===== src/rtl/pipe_pkg.sv =====
// Shared pipeline-control definitions: hazard FSM states, register-file
// address width and the load-use hazard compare.
package pipe_pkg;

  localparam int REG_ADDR_W = 5;
  localparam logic [REG_ADDR_W-1:0] REG_ZERO = 5'd0;

  typedef enum logic [1:0] {
    RUN      = 2'd0,
    LU_STALL = 2'd1,
    MEM_WAIT = 2'd2
  } hz_state_t;

  // True when the load in EX writes a register the ID instruction reads.
  // x0 is never a real dependency, so a load targeting it never stalls.
  function automatic logic lu_hazard(
    input logic                  mem_read,
    input logic [REG_ADDR_W-1:0] rd,
    input logic [REG_ADDR_W-1:0] rs1,
    input logic                  use_rs1,
    input logic [REG_ADDR_W-1:0] rs2,
    input logic                  use_rs2
  );
    return mem_read && (rd != REG_ZERO) &&
           (((rd == rs1) && use_rs1) || ((rd == rs2) && use_rs2));
  endfunction

endpackage


===== src/rtl/hazard_unit_if.sv =====
// Hazard-unit signal bundle: pipeline status in, stall/flush controls out.
// Optional HAZARD_PERF_EN adds three 32-bit performance counters.
interface hazard_unit_if;
  import pipe_pkg::*;

  logic [REG_ADDR_W-1:0] IF_ID_rs1;
  logic [REG_ADDR_W-1:0] IF_ID_rs2;
  logic                  IF_ID_use_rs1;
  logic                  IF_ID_use_rs2;
  logic                  ID_EX_MemRead;
  logic [REG_ADDR_W-1:0] ID_EX_rd;
  logic                  EX_MEM_Branch_taken;
  logic                  EX_MEM_MemAccess;
  logic                  dmem_ready;

  logic                  PC_Write;
  logic                  IF_ID_Write;
  logic                  IF_ID_Flush;
  logic                  CTRL_SELECT;
  logic                  EX_MEM_Flush;
  logic                  Pipe_Freeze;
  logic                  mem_timeout_err;
`ifdef HAZARD_PERF_EN
  logic [31:0]           perf_lu_cnt;
  logic [31:0]           perf_flush_cnt;
  logic [31:0]           perf_mem_cnt;
`endif

  // Pipeline side: supplies status, consumes controls.
  modport master (
    output IF_ID_rs1, IF_ID_rs2, IF_ID_use_rs1, IF_ID_use_rs2,
    output ID_EX_MemRead, ID_EX_rd, EX_MEM_Branch_taken,
    output EX_MEM_MemAccess, dmem_ready,
    input  PC_Write, IF_ID_Write, IF_ID_Flush, CTRL_SELECT,
    input  EX_MEM_Flush, Pipe_Freeze, mem_timeout_err
`ifdef HAZARD_PERF_EN
    , input perf_lu_cnt, perf_flush_cnt, perf_mem_cnt
`endif
  );

  // Hazard unit side.
  modport slave (
    input  IF_ID_rs1, IF_ID_rs2, IF_ID_use_rs1, IF_ID_use_rs2,
    input  ID_EX_MemRead, ID_EX_rd, EX_MEM_Branch_taken,
    input  EX_MEM_MemAccess, dmem_ready,
    output PC_Write, IF_ID_Write, IF_ID_Flush, CTRL_SELECT,
    output EX_MEM_Flush, Pipe_Freeze, mem_timeout_err
`ifdef HAZARD_PERF_EN
    , output perf_lu_cnt, perf_flush_cnt, perf_mem_cnt
`endif
  );

endinterface


===== src/rtl/hazard_watchdog.sv =====
// Data-memory wait watchdog: counts consecutive wait cycles (saturating)
// and raises a sticky error once the wait reaches MEM_TIMEOUT cycles.
module hazard_watchdog #(
  parameter int MEM_TIMEOUT = 15
) (
  input  logic clk,
  input  logic rstn,
  input  logic wait_active,
  output logic mem_timeout_err
);

  localparam logic [7:0] TO_MAX  = 8'(MEM_TIMEOUT);
  localparam logic [7:0] TO_LAST = 8'(MEM_TIMEOUT - 1);

  logic [7:0] to_cnt_q, to_cnt_d;
  logic       err_q, err_d;

  // Count while the pipe is frozen on memory; any non-wait cycle clears.
  always_comb begin
    to_cnt_d = 8'd0;
    err_d    = err_q;
    if (wait_active) begin
      to_cnt_d = (to_cnt_q == TO_MAX) ? to_cnt_q : to_cnt_q + 8'd1;
      if (to_cnt_q == TO_LAST) begin
        err_d = 1'b1;
      end
    end
  end

  // Counter and sticky flag registers.
  always_ff @(posedge clk or negedge rstn) begin
    if (!rstn) begin
      to_cnt_q <= 8'd0;
      err_q    <= 1'b0;
    end else begin
      to_cnt_q <= to_cnt_d;
      err_q    <= err_d;
    end
  end

  assign mem_timeout_err = err_q;

endmodule


===== src/rtl/hazard_unit.sv =====
// Pipeline hazard controller: load-use bubbles, taken-branch flushes and
// data-memory wait freezes (priority: memory wait, branch, load-use).
// Outputs are combinational from state and inputs.
// Define HAZARD_PERF_EN to add bubble/flush/mem-wait performance counters.
module hazard_unit
  import pipe_pkg::*;
#(
  parameter int LU_BUBBLES  = 1,
  parameter int MEM_TIMEOUT = 15
) (
  input  logic          clk,
  input  logic          rstn,
  hazard_unit_if.slave  hz
);

  localparam logic [1:0] LU_BUB_M1 = 2'(LU_BUBBLES - 1);

  hz_state_t  state_q, state_d;
  logic [1:0] bub_cnt_q, bub_cnt_d;

  logic lu_hit;
  logic mem_wait;
  logic pc_write, ifid_write, ifid_flush, ctrl_sel, exmem_flush, freeze;
  logic lu_bubble;

  assign lu_hit = lu_hazard(hz.ID_EX_MemRead, hz.ID_EX_rd,
                            hz.IF_ID_rs1, hz.IF_ID_use_rs1,
                            hz.IF_ID_rs2, hz.IF_ID_use_rs2);

  // Once waiting, only dmem_ready releases the freeze; from RUN/LU_STALL a
  // wait starts when an access in MEM is not completed this cycle.
  assign mem_wait = (state_q == MEM_WAIT) ? !hz.dmem_ready
                                          : (hz.EX_MEM_MemAccess && !hz.dmem_ready);

  // Next-state and control decode in priority order.
  always_comb begin
    state_d     = state_q;
    bub_cnt_d   = bub_cnt_q;
    pc_write    = 1'b1;
    ifid_write  = 1'b1;
    ifid_flush  = 1'b0;
    ctrl_sel    = 1'b1;
    exmem_flush = 1'b0;
    freeze      = 1'b0;
    lu_bubble   = 1'b0;
    if (mem_wait) begin
      // Hold everything; ID/EX is frozen rather than bubbled.
      state_d    = MEM_WAIT;
      bub_cnt_d  = 2'd0;
      pc_write   = 1'b0;
      ifid_write = 1'b0;
      freeze     = 1'b1;
    end else if (hz.EX_MEM_Branch_taken) begin
      // Squash the wrong-path instructions; PC still loads the target.
      state_d     = RUN;
      bub_cnt_d   = 2'd0;
      ifid_flush  = 1'b1;
      exmem_flush = 1'b1;
      ctrl_sel    = 1'b0;
    end else if (state_q == LU_STALL) begin
      pc_write   = 1'b0;
      ifid_write = 1'b0;
      ctrl_sel   = 1'b0;
      lu_bubble  = 1'b1;
      bub_cnt_d  = bub_cnt_q - 2'd1;
      if (bub_cnt_q <= 2'd1) begin
        state_d = RUN;
      end
    end else if (lu_hit) begin
      // Detection cycle is the first bubble.
      pc_write   = 1'b0;
      ifid_write = 1'b0;
      ctrl_sel   = 1'b0;
      lu_bubble  = 1'b1;
      bub_cnt_d  = LU_BUB_M1;
      state_d    = (LU_BUBBLES > 1) ? LU_STALL : RUN;
    end else begin
      state_d = RUN;
    end
  end

  // FSM state and bubble counter.
  always_ff @(posedge clk or negedge rstn) begin
    if (!rstn) begin
      state_q   <= RUN;
      bub_cnt_q <= 2'd0;
    end else begin
      state_q   <= state_d;
      bub_cnt_q <= bub_cnt_d;
    end
  end

  hazard_watchdog #(
    .MEM_TIMEOUT (MEM_TIMEOUT)
  ) u_watchdog (
    .clk             (clk),
    .rstn            (rstn),
    .wait_active     (mem_wait),
    .mem_timeout_err (hz.mem_timeout_err)
  );

  // While reset is held the pipeline sees plain RUN controls regardless
  // of what the status inputs are doing.
  assign hz.PC_Write     = pc_write   | !rstn;
  assign hz.IF_ID_Write  = ifid_write | !rstn;
  assign hz.CTRL_SELECT  = ctrl_sel   | !rstn;
  assign hz.IF_ID_Flush  = ifid_flush  & rstn;
  assign hz.EX_MEM_Flush = exmem_flush & rstn;
  assign hz.Pipe_Freeze  = freeze      & rstn;

`ifdef HAZARD_PERF_EN
  logic [31:0] perf_lu_q, perf_lu_d;
  logic [31:0] perf_flush_q, perf_flush_d;
  logic [31:0] perf_mem_q, perf_mem_d;

  // Free-running event counters, wrapping at 2^32.
  always_comb begin
    perf_lu_d    = perf_lu_q    + {31'd0, lu_bubble};
    perf_flush_d = perf_flush_q + {31'd0, ifid_flush};
    perf_mem_d   = perf_mem_q   + {31'd0, freeze};
  end

  // Performance counter registers.
  always_ff @(posedge clk or negedge rstn) begin
    if (!rstn) begin
      perf_lu_q    <= 32'd0;
      perf_flush_q <= 32'd0;
      perf_mem_q   <= 32'd0;
    end else begin
      perf_lu_q    <= perf_lu_d;
      perf_flush_q <= perf_flush_d;
      perf_mem_q   <= perf_mem_d;
    end
  end

  assign hz.perf_lu_cnt    = perf_lu_q;
  assign hz.perf_flush_cnt = perf_flush_q;
  assign hz.perf_mem_cnt   = perf_mem_q;
`endif

endmodule


===== src/flat_wrapper.sv =====
// flat-port wrapper written by rule: the top's interface ports become plain ports
module hazard_unit_flat import pipe_pkg::*;
#(
  parameter int LU_BUBBLES  = 1,
  parameter int MEM_TIMEOUT = 15
)
  (clk, rstn, hz_IF_ID_rs1, hz_IF_ID_rs2, hz_IF_ID_use_rs1, hz_IF_ID_use_rs2, hz_ID_EX_MemRead, hz_ID_EX_rd, hz_EX_MEM_Branch_taken, hz_EX_MEM_MemAccess, hz_dmem_ready, hz_PC_Write, hz_IF_ID_Write, hz_IF_ID_Flush, hz_CTRL_SELECT, hz_EX_MEM_Flush, hz_Pipe_Freeze, hz_mem_timeout_err);
  hazard_unit_if hz_i ();
  input  logic clk;
  input  logic rstn;
  input wire logic [$bits(hz_i.IF_ID_rs1)-1:0] hz_IF_ID_rs1;
  input wire logic [$bits(hz_i.IF_ID_rs2)-1:0] hz_IF_ID_rs2;
  input wire logic [$bits(hz_i.IF_ID_use_rs1)-1:0] hz_IF_ID_use_rs1;
  input wire logic [$bits(hz_i.IF_ID_use_rs2)-1:0] hz_IF_ID_use_rs2;
  input wire logic [$bits(hz_i.ID_EX_MemRead)-1:0] hz_ID_EX_MemRead;
  input wire logic [$bits(hz_i.ID_EX_rd)-1:0] hz_ID_EX_rd;
  input wire logic [$bits(hz_i.EX_MEM_Branch_taken)-1:0] hz_EX_MEM_Branch_taken;
  input wire logic [$bits(hz_i.EX_MEM_MemAccess)-1:0] hz_EX_MEM_MemAccess;
  input wire logic [$bits(hz_i.dmem_ready)-1:0] hz_dmem_ready;
  output wire logic [$bits(hz_i.PC_Write)-1:0] hz_PC_Write;
  output wire logic [$bits(hz_i.IF_ID_Write)-1:0] hz_IF_ID_Write;
  output wire logic [$bits(hz_i.IF_ID_Flush)-1:0] hz_IF_ID_Flush;
  output wire logic [$bits(hz_i.CTRL_SELECT)-1:0] hz_CTRL_SELECT;
  output wire logic [$bits(hz_i.EX_MEM_Flush)-1:0] hz_EX_MEM_Flush;
  output wire logic [$bits(hz_i.Pipe_Freeze)-1:0] hz_Pipe_Freeze;
  output wire logic [$bits(hz_i.mem_timeout_err)-1:0] hz_mem_timeout_err;
  assign hz_i.IF_ID_rs1 = hz_IF_ID_rs1;
  assign hz_i.IF_ID_rs2 = hz_IF_ID_rs2;
  assign hz_i.IF_ID_use_rs1 = hz_IF_ID_use_rs1;
  assign hz_i.IF_ID_use_rs2 = hz_IF_ID_use_rs2;
  assign hz_i.ID_EX_MemRead = hz_ID_EX_MemRead;
  assign hz_i.ID_EX_rd = hz_ID_EX_rd;
  assign hz_i.EX_MEM_Branch_taken = hz_EX_MEM_Branch_taken;
  assign hz_i.EX_MEM_MemAccess = hz_EX_MEM_MemAccess;
  assign hz_i.dmem_ready = hz_dmem_ready;
  assign hz_PC_Write = hz_i.PC_Write;
  assign hz_IF_ID_Write = hz_i.IF_ID_Write;
  assign hz_IF_ID_Flush = hz_i.IF_ID_Flush;
  assign hz_CTRL_SELECT = hz_i.CTRL_SELECT;
  assign hz_EX_MEM_Flush = hz_i.EX_MEM_Flush;
  assign hz_Pipe_Freeze = hz_i.Pipe_Freeze;
  assign hz_mem_timeout_err = hz_i.mem_timeout_err;
  hazard_unit #(.LU_BUBBLES(LU_BUBBLES), .MEM_TIMEOUT(MEM_TIMEOUT)) u_core (.clk(clk), .rstn(rstn), .hz(hz_i));
endmodule

===== config.mk =====
export PLATFORM = sky130hd
export DESIGN_NAME = hazard_unit_flat
export DESIGN_NICKNAME = d
export VERILOG_FILES = /design/src/rtl/pipe_pkg.sv /design/src/rtl/hazard_unit_if.sv /design/src/rtl/hazard_watchdog.sv /design/src/rtl/hazard_unit.sv /design/src/flat_wrapper.sv
export SDC_FILE = /design/constraint.sdc
export NUM_CORES = 1
export LEC_CHECK = 0
export BUFFER_PORTS_ARGS = -buffer_cell sky130_fd_sc_hd__clkbuf_2
export CAP_MARGIN = 25
export CORE_UTILIZATION = 49
export DETAILED_ROUTE_END_ITERATION = 10
export PLACE_DENSITY = 0.82
export REMOVE_ABC_BUFFERS = 1
export SLEW_MARGIN = 10
export SYNTH_ARGS = -nofsm -noshare
export SYNTH_HDL_FRONTEND = slang
export SYNTH_HIERARCHICAL = 1
export SYNTH_SLANG_ARGS = --single-unit

===== constraint.sdc =====
create_clock -name clk -period 3.29 [get_ports clk]
set_input_delay 0.1645 -clock clk [delete_from_list [all_inputs] [get_ports clk]]
set_output_delay 0.1645 -clock clk [all_outputs]
set_load 0.1 [all_outputs]

==> flow_summary_export.csv <==
group,metric,value,unit
clocking,cts_setup_buffers,0,
pwr,p_seq_share,40.2,%
clocking,ctsResizeCount,0,
critical_path,critPathCaptureType,"primary output",
logic_synthesis,synth_top_family_by_area,"simple AND/OR/NAND/NOR gates",
timing,setup_viol,0,
pwr,combPwrFrac,25.4,%
placement,dp_hpwl,1150,µm
layout,layout-drive-gt1-share,35.8,%
layout,layout_common_cells,"clkbuf_2, xnor2_1, dfrtp_1",
logic_synthesis,ys_async_sr_fraction,100,%
global_route,overflow,0,
detailed_routing,routed-via-count,641,
critical_path,rrSetupSlack,1.83,ns
critical_path,worstReg2RegStart,"u_core/u_watchdog/to_cnt_q[0]$_DFFE_PN0P_",
detailed_routing,drt_iter0_markers,10,
global_route,grt_max_degree,15,
logic_synthesis,yosysSeqAreaShare,35.8,%
timing,hold_ws,0.312,ns
floorplanning,die-width,39.8,µm
timing,fmax,474,MHz
global_route,antenna_found_initial,0,
timing,fin_crit_sh,64.2,%
logic_synthesis,synth_warnings,6,
floorplanning,die_area,1580,µm²
timing,final-max-slew-violation-count,0,
pwr,clkPwrFrac,34.4,%
timing,finalClockSkew,0.00836,ns
timing,finalHoldViolCount,0,
critical_path,start_kind,"register",
floorplanning,start_util,53.1,%
global_route,grt.total_usage,20.0,%
critical_path,rr_endpoint,"u_core/u_watchdog/to_cnt_q[6]$_DFFE_PN0P_",
pwr,power.total,321,µW
placement,portBuffers,29,
logic_synthesis,synthSimpleGateAreaFrac,25.6,%
critical_path,cp.arrival,1.95,ns
clocking,clock_path_buffers,2,
layout,antenna_cells,0,
timing,period_needed,2.11,ns
layout,final_common_cell,"clkbuf_2",
placement,dpl_cell_area,845,µm²
timing,max-slew-margin-rel,63.6,%
detailed_routing,wl_per_cell,11.8,µm
hold_path,hp-class,"in2async",
clocking,clkLatencyLatePin,0.27,ns
global_route,grt_pass1_wl,2040,µm
floorplanning,die_h,39.8,µm
placement,place_congestion,0.653,
clocking,htree_levels,1,
pwr,switchingPower,100,µW
critical_path,r2r_cells,4,
logic_synthesis,ys.flop_type,"dfrtp_1",
logic_synthesis,yosys.area_share.adder,3.58,%
pwr,p_int,221,µW
floorplanning,ios,30,
detailed_routing,wirelength,1430,µm
timing,rsz0062_at_grt,"false",
layout,postLayoutCellArea,891,µm²
pwr,switching_share,31.2,%
layout,fin_nets,132,
status,status,"finished clean",
logic_synthesis,synth_compound_gate_area_share,15.4,%
critical_path,critical_path.max_fanout,13,
pwr,power_density,360,nW/µm²
run,drv_cap,0,
clocking,cts_buffers,3,
detailed_routing,post-route-drc-count,0,
global_route,first_global_vias,523,
logic_synthesis,synth_xor_area_share,12.5,%
critical_path,crit_required,3.13,ns
pwr,leakage,0.000428,µW
critical_path,worst-setup-path-type,"reg2out",
logic_synthesis,muxShareOfSynthArea,2.86,%
logic_synthesis,synth-edff-count,0,
clocking,clkSinkCount,10,
clocking,cts-root-buf,"clkbuf_4",
detailed_routing,first_pass_iters,4,
logic_synthesis,avgSynthCellArea,9.33,µm²
logic_synthesis,syn_area,699,µm²
floorplanning,core,1320,µm²
pwr,peakVddDrop,0.267,mV
logic_synthesis,ys_ff_latch,10,
clocking,cts_tree,"built",
timing,tightest_slew,0.548,ns
detailed_routing,vias_per_cell,5.30,
logic_synthesis,syn_inst,75,
layout,synthToLayoutAreaGrowth,27.4,%
detailed_routing,ant_nets,0,
floorplanning,rows,13,
logic_synthesis,synthDistinctLibCells,29,
clocking,path_clk_slew,0.07,ns
==> power groups by stage <==
stage	Clock, µW	Combinational (µW)	Sequential, µW
3_5_place_dp	0	80.8	131
6_report	110	81.5	129
3_3_place_gp	0	79.4	131
5_1_grt	118	88.3	129
4_1_cts	113	82.0	129
2_1_floorplan	0	54.5	131
==> per-layer routing <==
layer,global-route usage [%],vias to the layer above,wire length [µm]
met5,0,-,0
met4,7.76,0,13
met3,8.52,2,75
met2,34.0,19,713
met1,21.6,291,628
li1,-,329,-
==> worst max-delay path by stage <==
stage                                startpoint             end  slack (ns)  depth (start not counted)
global placement                 hz_ID_EX_rd[1]  hz_IF_ID_Write        1.46                          6
detailed placement               hz_ID_EX_rd[1]  hz_IF_ID_Write        1.43                          6
CTS                 u_core/state_q[1]$_DFF_PN0_  hz_IF_ID_Write        1.15                          5
global route        u_core/state_q[1]$_DFF_PN0_  hz_IF_ID_Write        1.03                          5
finish              u_core/state_q[1]$_DFF_PN0_     hz_PC_Write        1.18                          5
floorplan           u_core/state_q[1]$_DFF_PN0_  hz_IF_ID_Write       -1.11                          4
==> timing repair <==
action / CTS / global route
hold endpoints to repair: 10 / 0
setup endpoints to repair: 0 / 0
hold buffers: 1 / 0
==> metrics by stage <==
step                      utilization, %  setup TNS (ns)  worst slack [ns]  cells
after floorplan                        -           -2.23             -1.11     72
after global placement              64.1               0              1.46    116
after detailed placement            64.1               0              1.43    116
after CTS                           67.6               0              1.15    121
after global routing                67.6               0              1.03    121
final                               67.6               0              1.18    121
==> flip-flops by register name (all words and copies together) (netlist names) <==
signal,cells
u_core/state_q,1
u_core/u_watchdog/mem_timeout_err,1
u_core/u_watchdog/to_cnt_q,8
==> critical path: stages (launching register included) <==
cell and delay [ns]:
dfrtp_1 0.36, o21bai_1 0.23, inv_1 0.22, and2_1 0.23, a21oi_1 0.16, clkbuf_2 0.48
==> cell usage after synthesis, types with 2 or more instances <==
| cell | instances | area [µm²] |
|---|---|---|
| mux2i_1 | 2 | 20.0 |
| or3_1 | 4 | 25.0 |
| dfrtp_1 | 10 | 250 |
| o21ai_0 | 4 | 20.0 |
| a31oi_1 | 2 | 12.5 |
| a21boi_1 | 4 | 30.0 |
| inv_1 | 3 | 11.3 |
| nand3_1 | 2 | 10.0 |
| buf_4 | 2 | 15.0 |
| xnor2_1 | 10 | 87.6 |
| nor3b_1 | 2 | 15.0 |
| nand2_1 | 9 | 33.8 |
| ha_1 | 2 | 25.0 |
| nand4_1 | 2 | 12.5 |
| a21oi_1 | 3 | 15.0 |
==> kinds of logic after synthesis <==
| family | count (synthesis) |
|---|---|
| buffers and inverters | 6 |
| adder cells (fa/ha/maj) | 2 |
| flip-flops | 10 |
| XOR/XNOR | 10 |
| multiplexers | 2 |
| AND/OR/NAND/NOR | 28 |
| AO/OA/AOI/OAI | 17 |
==> cell type report <==
cell class / instances / area, µm²
sequential: 10 / 250
clock buffer: 4 / 36.3
timing repair buffer: 30 / 155
inverter: 3 / 11.3
fill: 114 / 427
tap: 15 / 18.8
multi-input combinational: 59 / 419
Power figures use the tool's default switching activity.
